$ cat config.mk
export PLATFORM = sky130hd
export DESIGN_NAME = fft_frame_ctrl_flat
export DESIGN_NICKNAME = d
export VERILOG_FILES = /design/src/rtl/fft_ctrl_pkg.sv /design/src/rtl/fft_frame_ctrl_if.sv /design/src/rtl/frame_ram.sv /design/src/rtl/fft_frame_ctrl.sv /design/src/flat_wrapper.sv
export SDC_FILE = /design/constraint.sdc
export NUM_CORES = 1
export LEC_CHECK = 0
export ABC_AREA = 1
export CAP_MARGIN = 20
export CORE_MARGIN = 10
export CORE_UTILIZATION = 30
export CTS_CLUSTER_SIZE = 24
export DETAILED_ROUTE_END_ITERATION = 10
export GPL_TIMING_DRIVEN = 1
export HOLD_SLACK_MARGIN = 0.06
export PLACE_DENSITY_LB_ADDON = 0.25
export SYNTH_ARGS = -nofsm -noshare
export SYNTH_HDL_FRONTEND = slang
export SYNTH_SLANG_ARGS = --single-unit
$ cat constraint.sdc
create_clock -name aclk -period 2.21 [get_ports aclk]
set_clock_uncertainty 0.2 [all_clocks]
set_input_delay 0.442 -clock aclk [delete_from_list [all_inputs] [get_ports aclk]]
set_output_delay 0.442 -clock aclk [all_outputs]
set_load 0.01 [all_outputs]
$ cat src/rtl/fft_ctrl_pkg.sv
// Shared types and constants for the FFT frame sequencer.
package fft_ctrl_pkg;

  typedef enum logic [2:0] {
    S_IDLE,
    S_CFG,
    S_SEND,
    S_RECV,
    S_FINISH
  } state_t;

  localparam logic [1:0] ERR_NONE       = 2'd0;
  localparam logic [1:0] ERR_EARLY_LAST = 2'd1;
  localparam logic [1:0] ERR_NO_LAST    = 2'd2;
  localparam logic [1:0] ERR_TIMEOUT    = 2'd3;

  localparam logic [7:0] DEF_CFG_WORD = 8'h01;

  // States in which the FFT handshakes are live and the watchdog runs.
  function automatic logic is_active(state_t s);
    return (s == S_CFG) || (s == S_SEND) || (s == S_RECV);
  endfunction

endpackage

$ cat src/rtl/fft_frame_ctrl_if.sv
// The three AXI-Stream channels between the frame sequencer and the FFT core.
interface fft_frame_ctrl_if #(
  parameter int DATA_W = 8
);
  logic [7:0]        cfg_data;
  logic              cfg_valid;
  logic              cfg_ready;

  logic [DATA_W-1:0] in_data;
  logic              in_valid;
  logic              in_last;
  logic              in_ready;

  logic [DATA_W-1:0] out_data;
  logic              out_valid;
  logic              out_last;
  logic              out_ready;

  modport master (
    output cfg_data, cfg_valid, in_data, in_valid, in_last, out_ready,
    input  cfg_ready, in_ready, out_data, out_valid, out_last
  );

  modport slave (
    input  cfg_data, cfg_valid, in_data, in_valid, in_last, out_ready,
    output cfg_ready, in_ready, out_data, out_valid, out_last
  );
endinterface

$ cat src/rtl/frame_ram.sv
// Simple dual-port RAM: one write port, one registered read port.
module frame_ram #(
  parameter int  DATA_W = 8,
  parameter int  DEPTH  = 16,
  localparam int AW     = $clog2(DEPTH)
) (
  input  logic              clk,
  input  logic              rst,
  input  logic              we,
  input  logic [AW-1:0]     waddr,
  input  logic [DATA_W-1:0] wdata,
  input  logic [AW-1:0]     raddr,
  output logic [DATA_W-1:0] rdata
);
  logic [DATA_W-1:0] mem [DEPTH];

  always_ff @(posedge clk) begin
    if (we) mem[waddr] <= wdata;
  end

  // Read register resets so the outputs it drives have a defined reset value;
  // a same-cycle write to raddr returns the old word.
  always_ff @(posedge clk or posedge rst) begin
    if (rst) rdata <= '0;
    else     rdata <= mem[raddr];
  end
endmodule

$ cat src/rtl/fft_frame_ctrl.sv
// Frame sequencer in front of an FFT core: config beat, N-sample input frame,
// N-sample result capture, with framing checks and a handshake watchdog.
//
// state    | meaning
// S_IDLE   | host may load samples; waiting for start
// S_CFG    | config word offered to the FFT
// S_SEND   | streaming sample[idx], in_last on idx == N-1
// S_RECV   | accepting output beats into the result buffer
// S_FINISH | one-cycle done pulse
module fft_frame_ctrl
  import fft_ctrl_pkg::*;
#(
  parameter int         DATA_W   = 8,
  parameter int         N        = 16,
  parameter logic [7:0] CFG_WORD = DEF_CFG_WORD,
  parameter int         TIMEOUT  = 1024,
  localparam int        AW       = $clog2(N)
) (
  input  logic              aclk,
  input  logic              areset,
  input  logic              start,
  input  logic              wr_en,
  input  logic [AW-1:0]     wr_addr,
  input  logic [DATA_W-1:0] wr_data,
  input  logic [AW-1:0]     rd_addr,
  output logic [DATA_W-1:0] rd_data,
  output logic              busy,
  output logic              done,
  output logic              error,
  output logic [1:0]        err_code,
  fft_frame_ctrl_if.master  fft
);
  localparam int            WD_W     = $clog2(TIMEOUT + 1);
  localparam logic [WD_W-1:0] WD_LOAD = WD_W'(TIMEOUT - 1);
  localparam logic [AW-1:0] LAST_IDX = AW'(N - 1);

  state_t            state, state_n;
  logic [AW-1:0]     idx, idx_n;
  logic [AW-1:0]     oidx, oidx_n;
  logic [WD_W-1:0]   wd_cnt, wd_n;
  logic              err_set;
  logic [1:0]        err_code_n;

  logic              cfg_valid_q, in_valid_q, in_last_q, out_ready_q;
  logic [DATA_W-1:0] samp_q;
  logic              start_acc, cfg_beat, in_beat, out_beat, any_beat;
  logic              samp_we;

  assign fft.cfg_data  = CFG_WORD;
  assign fft.cfg_valid = cfg_valid_q;
  assign fft.in_data   = samp_q;
  assign fft.in_valid  = in_valid_q;
  assign fft.in_last   = in_last_q;
  assign fft.out_ready = out_ready_q;

  assign start_acc = (state == S_IDLE) && start;
  assign cfg_beat  = (state == S_CFG)  && cfg_valid_q && fft.cfg_ready;
  assign in_beat   = (state == S_SEND) && in_valid_q  && fft.in_ready;
  assign out_beat  = (state == S_RECV) && out_ready_q && fft.out_valid;
  assign any_beat  = cfg_beat || in_beat || out_beat;
  assign samp_we   = wr_en && (state == S_IDLE);

  always_comb begin
    state_n    = state;
    idx_n      = idx;
    oidx_n     = oidx;
    wd_n       = wd_cnt;
    err_set    = 1'b0;
    err_code_n = ERR_NONE;

    case (state)
      S_IDLE: begin
        if (start) begin
          state_n = S_CFG;
          idx_n   = '0;
          oidx_n  = '0;
          wd_n    = WD_LOAD;
        end
      end
      S_CFG: begin
        if (cfg_beat) state_n = S_SEND;
      end
      S_SEND: begin
        if (in_beat) begin
          idx_n = idx + AW'(1);
          if (idx == LAST_IDX) state_n = S_RECV;
        end
      end
      S_RECV: begin
        if (out_beat) begin
          if (oidx == LAST_IDX) begin
            if (fft.out_last) begin
              state_n = S_FINISH;
            end else begin
              state_n    = S_IDLE;
              err_set    = 1'b1;
              err_code_n = ERR_NO_LAST;
            end
          end else if (fft.out_last) begin
            state_n    = S_IDLE;
            err_set    = 1'b1;
            err_code_n = ERR_EARLY_LAST;
          end else begin
            oidx_n = oidx + AW'(1);
          end
        end
      end
      S_FINISH: state_n = S_IDLE;
      default:  state_n = S_IDLE;
    endcase

    // Watchdog: down-counter reloaded on every beat, fires at terminal count.
    if (is_active(state)) begin
      if (any_beat) begin
        wd_n = WD_LOAD;
      end else if (wd_cnt == '0) begin
        state_n    = S_IDLE;
        err_set    = 1'b1;
        err_code_n = ERR_TIMEOUT;
      end else begin
        wd_n = wd_cnt - WD_W'(1);
      end
    end
  end

  // Outputs are registered from next-state values so they line up with state.
  always_ff @(posedge aclk or posedge areset) begin
    if (areset) begin
      state       <= S_IDLE;
      idx         <= '0;
      oidx        <= '0;
      wd_cnt      <= '0;
      cfg_valid_q <= 1'b0;
      in_valid_q  <= 1'b0;
      in_last_q   <= 1'b0;
      out_ready_q <= 1'b0;
      busy        <= 1'b0;
      done        <= 1'b0;
      error       <= 1'b0;
      err_code    <= ERR_NONE;
    end else begin
      state       <= state_n;
      idx         <= idx_n;
      oidx        <= oidx_n;
      wd_cnt      <= wd_n;
      cfg_valid_q <= (state_n == S_CFG);
      in_valid_q  <= (state_n == S_SEND);
      in_last_q   <= (state_n == S_SEND) && (idx_n == LAST_IDX);
      out_ready_q <= (state_n == S_RECV);
      busy        <= is_active(state_n);
      done        <= (state_n == S_FINISH);
      if (start_acc) begin
        error    <= 1'b0;
        err_code <= ERR_NONE;
      end else if (err_set) begin
        error    <= 1'b1;
        err_code <= err_code_n;
      end
    end
  end

  // Reading at idx_n keeps in_data equal to sample[idx] one cycle later,
  // including while the FFT stalls.
  frame_ram #(.DATA_W(DATA_W), .DEPTH(N)) u_sample_buf (
    .clk   (aclk),
    .rst   (areset),
    .we    (samp_we),
    .waddr (wr_addr),
    .wdata (wr_data),
    .raddr (idx_n),
    .rdata (samp_q)
  );

  frame_ram #(.DATA_W(DATA_W), .DEPTH(N)) u_result_buf (
    .clk   (aclk),
    .rst   (areset),
    .we    (out_beat),
    .waddr (oidx),
    .wdata (fft.out_data),
    .raddr (rd_addr),
    .rdata (rd_data)
  );
endmodule

$ cat src/flat_wrapper.sv
// flat-port wrapper written by rule: the top's interface ports become plain ports
module fft_frame_ctrl_flat import fft_ctrl_pkg::*;
#(
  parameter int         DATA_W   = 8,
  parameter int         N        = 16,
  parameter logic [7:0] CFG_WORD = DEF_CFG_WORD,
  parameter int         TIMEOUT  = 1024,
  localparam int        AW       = $clog2(N)
)
  (aclk, areset, start, wr_en, wr_addr, wr_data, rd_addr, rd_data, busy, done, error, err_code, fft_cfg_data, fft_cfg_valid, fft_in_data, fft_in_valid, fft_in_last, fft_out_ready, fft_cfg_ready, fft_in_ready, fft_out_data, fft_out_valid, fft_out_last);
  fft_frame_ctrl_if #(.DATA_W(DATA_W)) fft_i ();
  input  logic aclk;
  input  logic areset;
  input  logic start;
  input  logic wr_en;
  input  logic [AW-1:0] wr_addr;
  input  logic [DATA_W-1:0] wr_data;
  input  logic [AW-1:0] rd_addr;
  output logic [DATA_W-1:0] rd_data;
  output logic busy;
  output logic done;
  output logic error;
  output logic [1:0] err_code;
  output wire logic [$bits(fft_i.cfg_data)-1:0] fft_cfg_data;
  output wire logic [$bits(fft_i.cfg_valid)-1:0] fft_cfg_valid;
  output wire logic [$bits(fft_i.in_data)-1:0] fft_in_data;
  output wire logic [$bits(fft_i.in_valid)-1:0] fft_in_valid;
  output wire logic [$bits(fft_i.in_last)-1:0] fft_in_last;
  output wire logic [$bits(fft_i.out_ready)-1:0] fft_out_ready;
  input wire logic [$bits(fft_i.cfg_ready)-1:0] fft_cfg_ready;
  input wire logic [$bits(fft_i.in_ready)-1:0] fft_in_ready;
  input wire logic [$bits(fft_i.out_data)-1:0] fft_out_data;
  input wire logic [$bits(fft_i.out_valid)-1:0] fft_out_valid;
  input wire logic [$bits(fft_i.out_last)-1:0] fft_out_last;
  assign fft_cfg_data = fft_i.cfg_data;
  assign fft_cfg_valid = fft_i.cfg_valid;
  assign fft_in_data = fft_i.in_data;
  assign fft_in_valid = fft_i.in_valid;
  assign fft_in_last = fft_i.in_last;
  assign fft_out_ready = fft_i.out_ready;
  assign fft_i.cfg_ready = fft_cfg_ready;
  assign fft_i.in_ready = fft_in_ready;
  assign fft_i.out_data = fft_out_data;
  assign fft_i.out_valid = fft_out_valid;
  assign fft_i.out_last = fft_out_last;
  fft_frame_ctrl #(.DATA_W(DATA_W), .N(N), .CFG_WORD(CFG_WORD), .TIMEOUT(TIMEOUT)) u_core (.aclk(aclk), .areset(areset), .start(start), .wr_en(wr_en), .wr_addr(wr_addr), .wr_data(wr_data), .rd_addr(rd_addr), .rd_data(rd_data), .busy(busy), .done(done), .error(error), .err_code(err_code), .fft(fft_i));
endmodule
==> metrics.log, run 1 <==
[metrics] outcome: finished, final reports clean
[metrics] final-stage net count: 1296
[metrics] diodes inserted: 0
[metrics] critical path cell sequence: clkdlybuf4s50_1
[metrics] power per cell area: 938 nW/um^2
[metrics] flop-to-flop setup slack: 0.12 ns
[metrics] worst-case headroom to the max-slew limit: 58.7%
[metrics] post-synthesis to final-layout area growth: 23.7%
[metrics] total congestion overflow after global routing: 0
[metrics] startpoint of the tightest hold check path: u_core.wd_cnt[5]
[metrics] flops & latches, synth: 303
[metrics] WHS Path Cells: 1
[metrics] ys async rst share: 15.5%
[metrics] number of library cell types mapped by synthesis: 35
[metrics] overall power: 15100 uW
[metrics] number of warnings printed during yosys synthesis: 0
[metrics] number of buffers on the longest clock path: 3
[metrics] Detailed Place HPWL: 21100 microns
[metrics] Largest stage delay, worst path: 0.56 ns
[metrics] crit path capture type: output port
[metrics] pin count of the biggest net entering global routing: 48
[metrics] DRC violation count after routing: 0
[metrics] total negative slack for setup checks: 0 ns
[metrics] worst hold slack across all endpoints: 0.318 ns
[metrics] crit path setup slack, layout: 0.0712 ns
[metrics] total number of vias: 8479
[metrics] area enclosed by the die boundary: 52200 sq um
[metrics] WL per Instance: 17.2 microns
[metrics] sink of the worst hold path: u_core.wd_cnt[5]
[metrics] DRC marker count from the first detailed-route iteration: 608
[metrics] launching point of the worst reg2reg path: u_core.state[2]
[metrics] TritonCTS clock tree: yes
[metrics] Worst EP required: 1.57 ns
[metrics] fmax: 468 MHz
[metrics] horizontal die dimension: 229 microns
[metrics] Most used DFF post-synth: edfxtp_1
[metrics] startpoint class of the critical path: flip-flop
[metrics] GRT Overall Usage: 12.2%
[metrics] largest driver fanout on the critical path: 1
[metrics] combined area of the multi-input logic cells: 3210 sq um
[metrics] effective utilization at floorplan: 30.3%
[metrics] FF-to-FF path depth: 11
[metrics] leakage power: 0.00639 uW
[metrics] vias in the first global route: 8683
[metrics] number of H-tree levels: 2
[metrics] max-cap violation count: 0
[metrics] area of all sequential standard cells: 8860 sq um
[metrics] period utilisation layout: 96.8%
[metrics] final setup violating endpoints: 0
[metrics] slowest CP cell: clkdlybuf4s50_1
[metrics] wire length of the first global-routing pass: 50300 microns
[metrics] count of final max-slew check failures: 0
[metrics] critical register-to-register path endpoint: u_core.u_sample_buf.rdata[0]
[metrics] number of endpoints with negative hold slack in the final report: 0
[metrics] sequential cell area fraction in the yosys report: 67.9%
[metrics] Avg Synthesized Cell Area: 11.7 sq um
[metrics] ratio of cells with drive above 1 in the final layout: 14.5%
[metrics] clock slew at the register clock pins of the worst setup and hold paths: 0.06 ns
[metrics] port bufs: 56
[metrics] buffer type at the clock tree root: clkbuf_16
[metrics] Final Routed Wirelength: 32200 microns
[metrics] clk sink count: 303
[metrics] gpl congestion: 0.809
[metrics] buffering stage count on the worst path with inverters included: 1
[metrics] worst slew pin tran: 0.618 ns
[metrics] Antenna Violating Nets Remaining: 0
[metrics] via-per-instance ratio: 4.54
[metrics] number of iterations in the first detailed-routing pass: 5
[metrics] Crit path arrival time: 1.50 ns
[metrics] EDFF count, synth: 256
[metrics] clock latency reported for the late side of the worst-skew pair: 0.54 ns
[metrics] row cnt: 76
[metrics] cts bufs inserted: 36
[metrics] highest-count cells in the layout ignoring fill and taps: edfxtp_1 (256), nand3_1 (166), inv_1 (163)
[metrics] commonest non-fill, non-tap cell in the layout: edfxtp_1
[metrics] Critical Setup Path Class: flip-flop to output port
[metrics] Critical path origin: u_core.u_sample_buf.rdata[4]
[metrics] synthesized instance count: 1116
[metrics] Top Family by Delay on Critical Path: buffers and inverters
[metrics] io pins: 65
[metrics] fillers: 4175
[metrics] antenna violations before repair: 0
[metrics] height of the chip: 229 microns
[metrics] cell area after technology mapping: 13100 sq um
[metrics] post-layout minimum cycle time: 2.14 ns
[metrics] Floorplan Core Area: 43100 sq um
[metrics] peak supply drop: 0.000584 V
[metrics] worst min-delay path category: flip-flop to flip-flop
[metrics] Placement Setup Slack: -0.322 ns
-- how the worst max path moves through the flow --
| stage | slack [ns] | to | cells after the start |
|---|---|---|---|
| after floorplan | 0.15 | u_core.u_result_buf.mem[7][0] | 5 |
| after global placement | -0.32 | u_core.u_sample_buf.rdata[0] | 12 |
| after detailed placement | -0.32 | u_core.u_sample_buf.rdata[0] | 11 |
| after CTS | 0.04 | fft_in_data[7] | 1 |
| after global routing | -0.01 | u_core.u_sample_buf.rdata[6] | 11 |
| final | 0.07 | fft_in_data[4] | 1 |
-- area by class of cell --
type | count | share of cell area [%]
Clock buffer | 45 | 5.98
Clock inverter | 19 | 1.22
Inverter | 172 | 4.00
Multi-Input combinational cell | 586 | 19.9
Sequential cell | 303 | 54.9
Tap cell | 585 | 4.53
Timing Repair Buffer | 157 | 9.52
-- worst reg2reg max path: stages, from the launching register on --
cell and delay (ns):
dfrtp_1 0.42, inv_2 0.11, nand2_1 0.08, nor2_2 0.15, nand2_1 0.10, nand2_2 0.14
buf_6 0.22, nand3_1 0.11, nand3_1 0.11, nand3_1 0.16, nand3_1 0.13, nand2_1 0.05
-- state kept, by name (all words and copies together), names as in the netlist, 2 cells and up --
name and count:
u_core.err_code 2, u_core.oidx 4, u_core.u_sample_buf.mem 128, u_core.u_sample_buf.rdata 8, u_core.u_result_buf.rdata 8, u_core.state 3
u_core.idx 4, u_core.u_result_buf.mem 128, u_core.wd_cnt 11
-- per-layer routing --
layer | track usage (%) | up-vias | share of wire [%]
li1 | - | 4148 | -
met1 | 15.3 | 4122 | 45
met2 | 20.6 | 157 | 48
met3 | 2.57 | 52 | 4.4
met4 | 4.10 | 0 | 2.5
met5 | 0 | - | 0
-- cell families after synthesis --
logic type | share of synthesized area [%]
AND/OR/NAND/NOR | 14.8
adder cells (fa/ha/maj) | 0.767
flip-flops | 67.9
buffers and inverters | 7.99
AO/OA/AOI/OAI | 5.95
multiplexers | 2.53
other | 0.0575
-- stage by stage --
step	std cells	utilization, %	area [sq um]
floorplan	1122	-	13100
global placement	1798	34.6	14900
detailed placement	1798	34.6	14900
CTS	1863	37.3	16100
global route	1867	37.5	16100
finish	1867	37.5	16100
-- power breakdown --
group          internal, uW  switching (uW)
registers              6440             167
logic                  1100            1610
clock network          3470            2350
total                 11000            4130
-- Yosys cell counts (2+ instances only) --
master | number | share of area [%]
inv_2 | 6 | 0.17
nor3_1 | 6 | 0.23
nand3_2 | 3 | 0.23
o22ai_1 | 2 | 0.096
ha_1 | 8 | 0.77
edfxtp_1 | 256 | 59
nor2_2 | 4 | 0.19
nand3_1 | 167 | 6.4
dfrtp_1 | 47 | 9.0
buf_6 | 11 | 0.95
a31oi_1 | 2 | 0.096
o21ai_0 | 54 | 2.1
buf_4 | 10 | 0.58
buf_1 | 3 | 0.086
clkbuf_1 | 14 | 0.40
nand3b_1 | 32 | 1.8
mux2i_1 | 33 | 2.5
nor2_1 | 41 | 1.2
o211ai_1 | 38 | 2.2
nand4_1 | 9 | 0.43
nand2_1 | 131 | 3.8
inv_1 | 166 | 4.8
conb_1 | 2 | 0.058
a21oi_1 | 35 | 1.3
buf_2 | 21 | 0.81
nand2_2 | 5 | 0.24
nor4_1 | 2 | 0.096
-- timing repair --
action / in CTS / in global routing
hold buffers: 1 / 0
gates resized for setup: 2 / 14
endpoints found under the hold margin: 2 / 0
buffers inserted: 0 / 3
setup endpoints to repair: 2 / 22
pin swaps: 0 / 5
gates cloned: 0 / 1
Note: power is estimated with default switching activity, not from simulation.
==> run 2: changes to the inputs <==
Settings changed: TNS_END_PERCENT set to 1.
==> metrics.log, run 2 (synthesized netlist as in run 1, its figures left out) <==
[metrics] outcome: finished, final reports clean
[metrics] worst-case headroom to the max-slew limit: 60.3% (+1.6 points)
[metrics] count of placed standard cells in the final layout, fillers left out: 1867 (unchanged)
[metrics] wire length of the first global-routing pass: 50300 microns (unchanged)
[metrics] TritonCTS clock tree: yes
[metrics] ratio of cells with drive above 1 in the final layout: 14.5% (unchanged)
[metrics] commonest non-fill, non-tap cell in the layout: edfxtp_1
[metrics] leakage power: 0.00639 uW (unchanged)
[metrics] largest registers: u_core.u_result_buf.mem x128, u_core.u_sample_buf.mem x128, u_core.wd_cnt x11
[metrics] slowest CP cell: clkdlybuf4s50_1
[metrics] post-layout minimum cycle time: 2.13 ns (-0.00478 ns)
[metrics] antenna violations before repair: 0 (unchanged)
[metrics] crit path capture type: output port
[metrics] Crit path arrival time: 1.49 ns (about the same)
[metrics] Antenna Violating Nets Remaining: 0 (unchanged)
[metrics] Top Family by Delay on Critical Path: buffers and inverters
[metrics] vias in the first global route: 8683 (unchanged)
[metrics] period utilisation layout: 96.6% (-0.22 points)
[metrics] DRC marker count from the first detailed-route iteration: 596 (-2.0%)
[metrics] DRC violation count after routing: 0 (unchanged)
[metrics] row cnt: 76 (unchanged)
[metrics] total number of vias: 8462 (-0.20%)
[metrics] largest driver fanout on the critical path: 1 (unchanged)
[metrics] crit path setup slack, layout: 0.0760 ns (+0.00478 ns)
[metrics] Placement Setup Slack: -0.322 ns (unchanged)
[metrics] Worst EP required: 1.57 ns (about the same)
[metrics] peak supply drop: 0.000582 V (-0.33%)
[metrics] via-per-instance ratio: 4.53 (-0.20%)
[metrics] buffering stage count on the worst path with inverters included: 1 (unchanged)
[metrics] number of buffers on the longest clock path: 3 (unchanged)
[metrics] port bufs: 56 (unchanged)
[metrics] final instance area: 16100 sq um (unchanged)
[metrics] diodes inserted: 0 (unchanged)
[metrics] buffer type at the clock tree root: clkbuf_16
[metrics] clk sink count: 303 (unchanged)
[metrics] Critical Setup Path Class: flip-flop to output port
[metrics] post-synthesis to final-layout area growth: 23.7% (unchanged)
[metrics] total congestion overflow after global routing: 0 (unchanged)
[metrics] height of the chip: 229 microns (unchanged)
[metrics] clock slew at the register clock pins of the worst setup and hold paths: 0.06 ns (about the same)
[metrics] number of endpoints with negative hold slack in the final report: 0 (unchanged)
[metrics] number of H-tree levels: 2 (unchanged)
[metrics] Final Routed Wirelength: 32200 microns (about the same)
[metrics] Largest stage delay, worst path: 0.56 ns (about the same)
[metrics] worst min-delay path category: flip-flop to flip-flop
[metrics] highest-count cells in the layout ignoring fill and taps: edfxtp_1 (256), nand3_1 (166), inv_1 (163)
[metrics] horizontal die dimension: 229 microns (unchanged)
[metrics] number of placed instances with taps included: 1798 (unchanged)
[metrics] clock latency reported for the late side of the worst-skew pair: 0.54 ns (about the same)
[metrics] max-cap violation count: 0 (unchanged)
[metrics] number of iterations in the first detailed-routing pass: 7 (+2)
[metrics] cts bufs inserted: 36 (unchanged)
[metrics] WL per Instance: 17.2 microns (about the same)
[metrics] critical path cell sequence: clkdlybuf4s50_1
[metrics] effective utilization at floorplan: 30.3% (unchanged)
[metrics] Detailed Place HPWL: 21100 microns (unchanged)
[metrics] io pins: 65 (unchanged)
[metrics] area after detailed placement: 14900 sq um (unchanged)
[metrics] worst slew pin tran: 0.593 ns (-0.0244 ns)
[metrics] Floorplan Core Area: 43100 sq um (unchanged)
[metrics] pin count of the biggest net entering global routing: 48 (unchanged)
[metrics] overall power: 15100 uW (about the same)
[metrics] area enclosed by the die boundary: 52200 sq um (unchanged)
[metrics] final setup violating endpoints: 0 (unchanged)
[metrics] final core occ: 37.5% (unchanged)
[metrics] gpl congestion: 0.809 (unchanged)
[metrics] fmax: 469 MHz (+0.22%)
[metrics] startpoint class of the critical path: flip-flop
[metrics] count of final max-slew check failures: 0 (unchanged)
[metrics] final-stage net count: 1296 (unchanged)
[metrics] GRT Overall Usage: 12.2% (unchanged)
[metrics] power per cell area: 938 nW/um^2 (about the same)
run 2: metal layers:
metal | up-vias | part of all wire [%] | GRT usage (%)
met1 | 4089 | 45 | 15.3
li1 | 4147 | - | -
met5 | - | 0 | 0
met2 | 174 | 48 | 20.6
met4 | 0 | 2.5 | 4.10
met3 | 52 | 4.5 | 2.57
run 2: area by class of cell:
cell class | count | area [sq um]
fill | 4175 | 26900
sequential | 303 | 8860
multi-input combinational | 586 | 3210
timing repair buffer | 157 | 1540
clock buffer | 45 | 966
tap | 585 | 732
inverter | 172 | 646
clock inverter | 19 | 196
run 2: repair_timing:
action	in CTS	in global routing
hold endpoints to repair	2	0
pin swaps	0	5
buffers inserted	0	3
hold buffers	1	0
gates cloned	0	1
resized for setup	2	14
setup endpoints to repair	2	22
run 2: stage by stage:
step                hold slack [ns]  setup TNS (ns)
global route                  0.327         -0.0250
floorplan                     0.274               0
finish                        0.318               0
CTS                           0.311               0
detailed placement            0.302          -11.19
global placement              0.300          -11.89
run 2: worst paths after layout:
path,from,end,slack (ns),depth (start not counted)
hold / removal,u_core.wd_cnt[5],u_core.wd_cnt[5],0.32,1
setup reg to reg,u_core.state[2],u_core.u_sample_buf.rdata[0],0.11,11
max in group asynchronous,areset,u_core.u_sample_buf.rdata[5],0.94,4
setup / recovery,u_core.u_sample_buf.rdata[4],fft_in_data[4],0.08,1
hold reg to reg,u_core.wd_cnt[5],u_core.wd_cnt[5],0.32,1
min in group asynchronous,areset,u_core.wd_cnt[10],0.63,4
run 2: power by group:
| group | internal [uW] | leakage [uW] | switching, uW |
|---|---|---|---|
| sequential | 6440 | 0.00287 | 167 |
| combinational | 1100 | 0.00296 | 1610 |
| clock | 3470 | 0.000562 | 2350 |
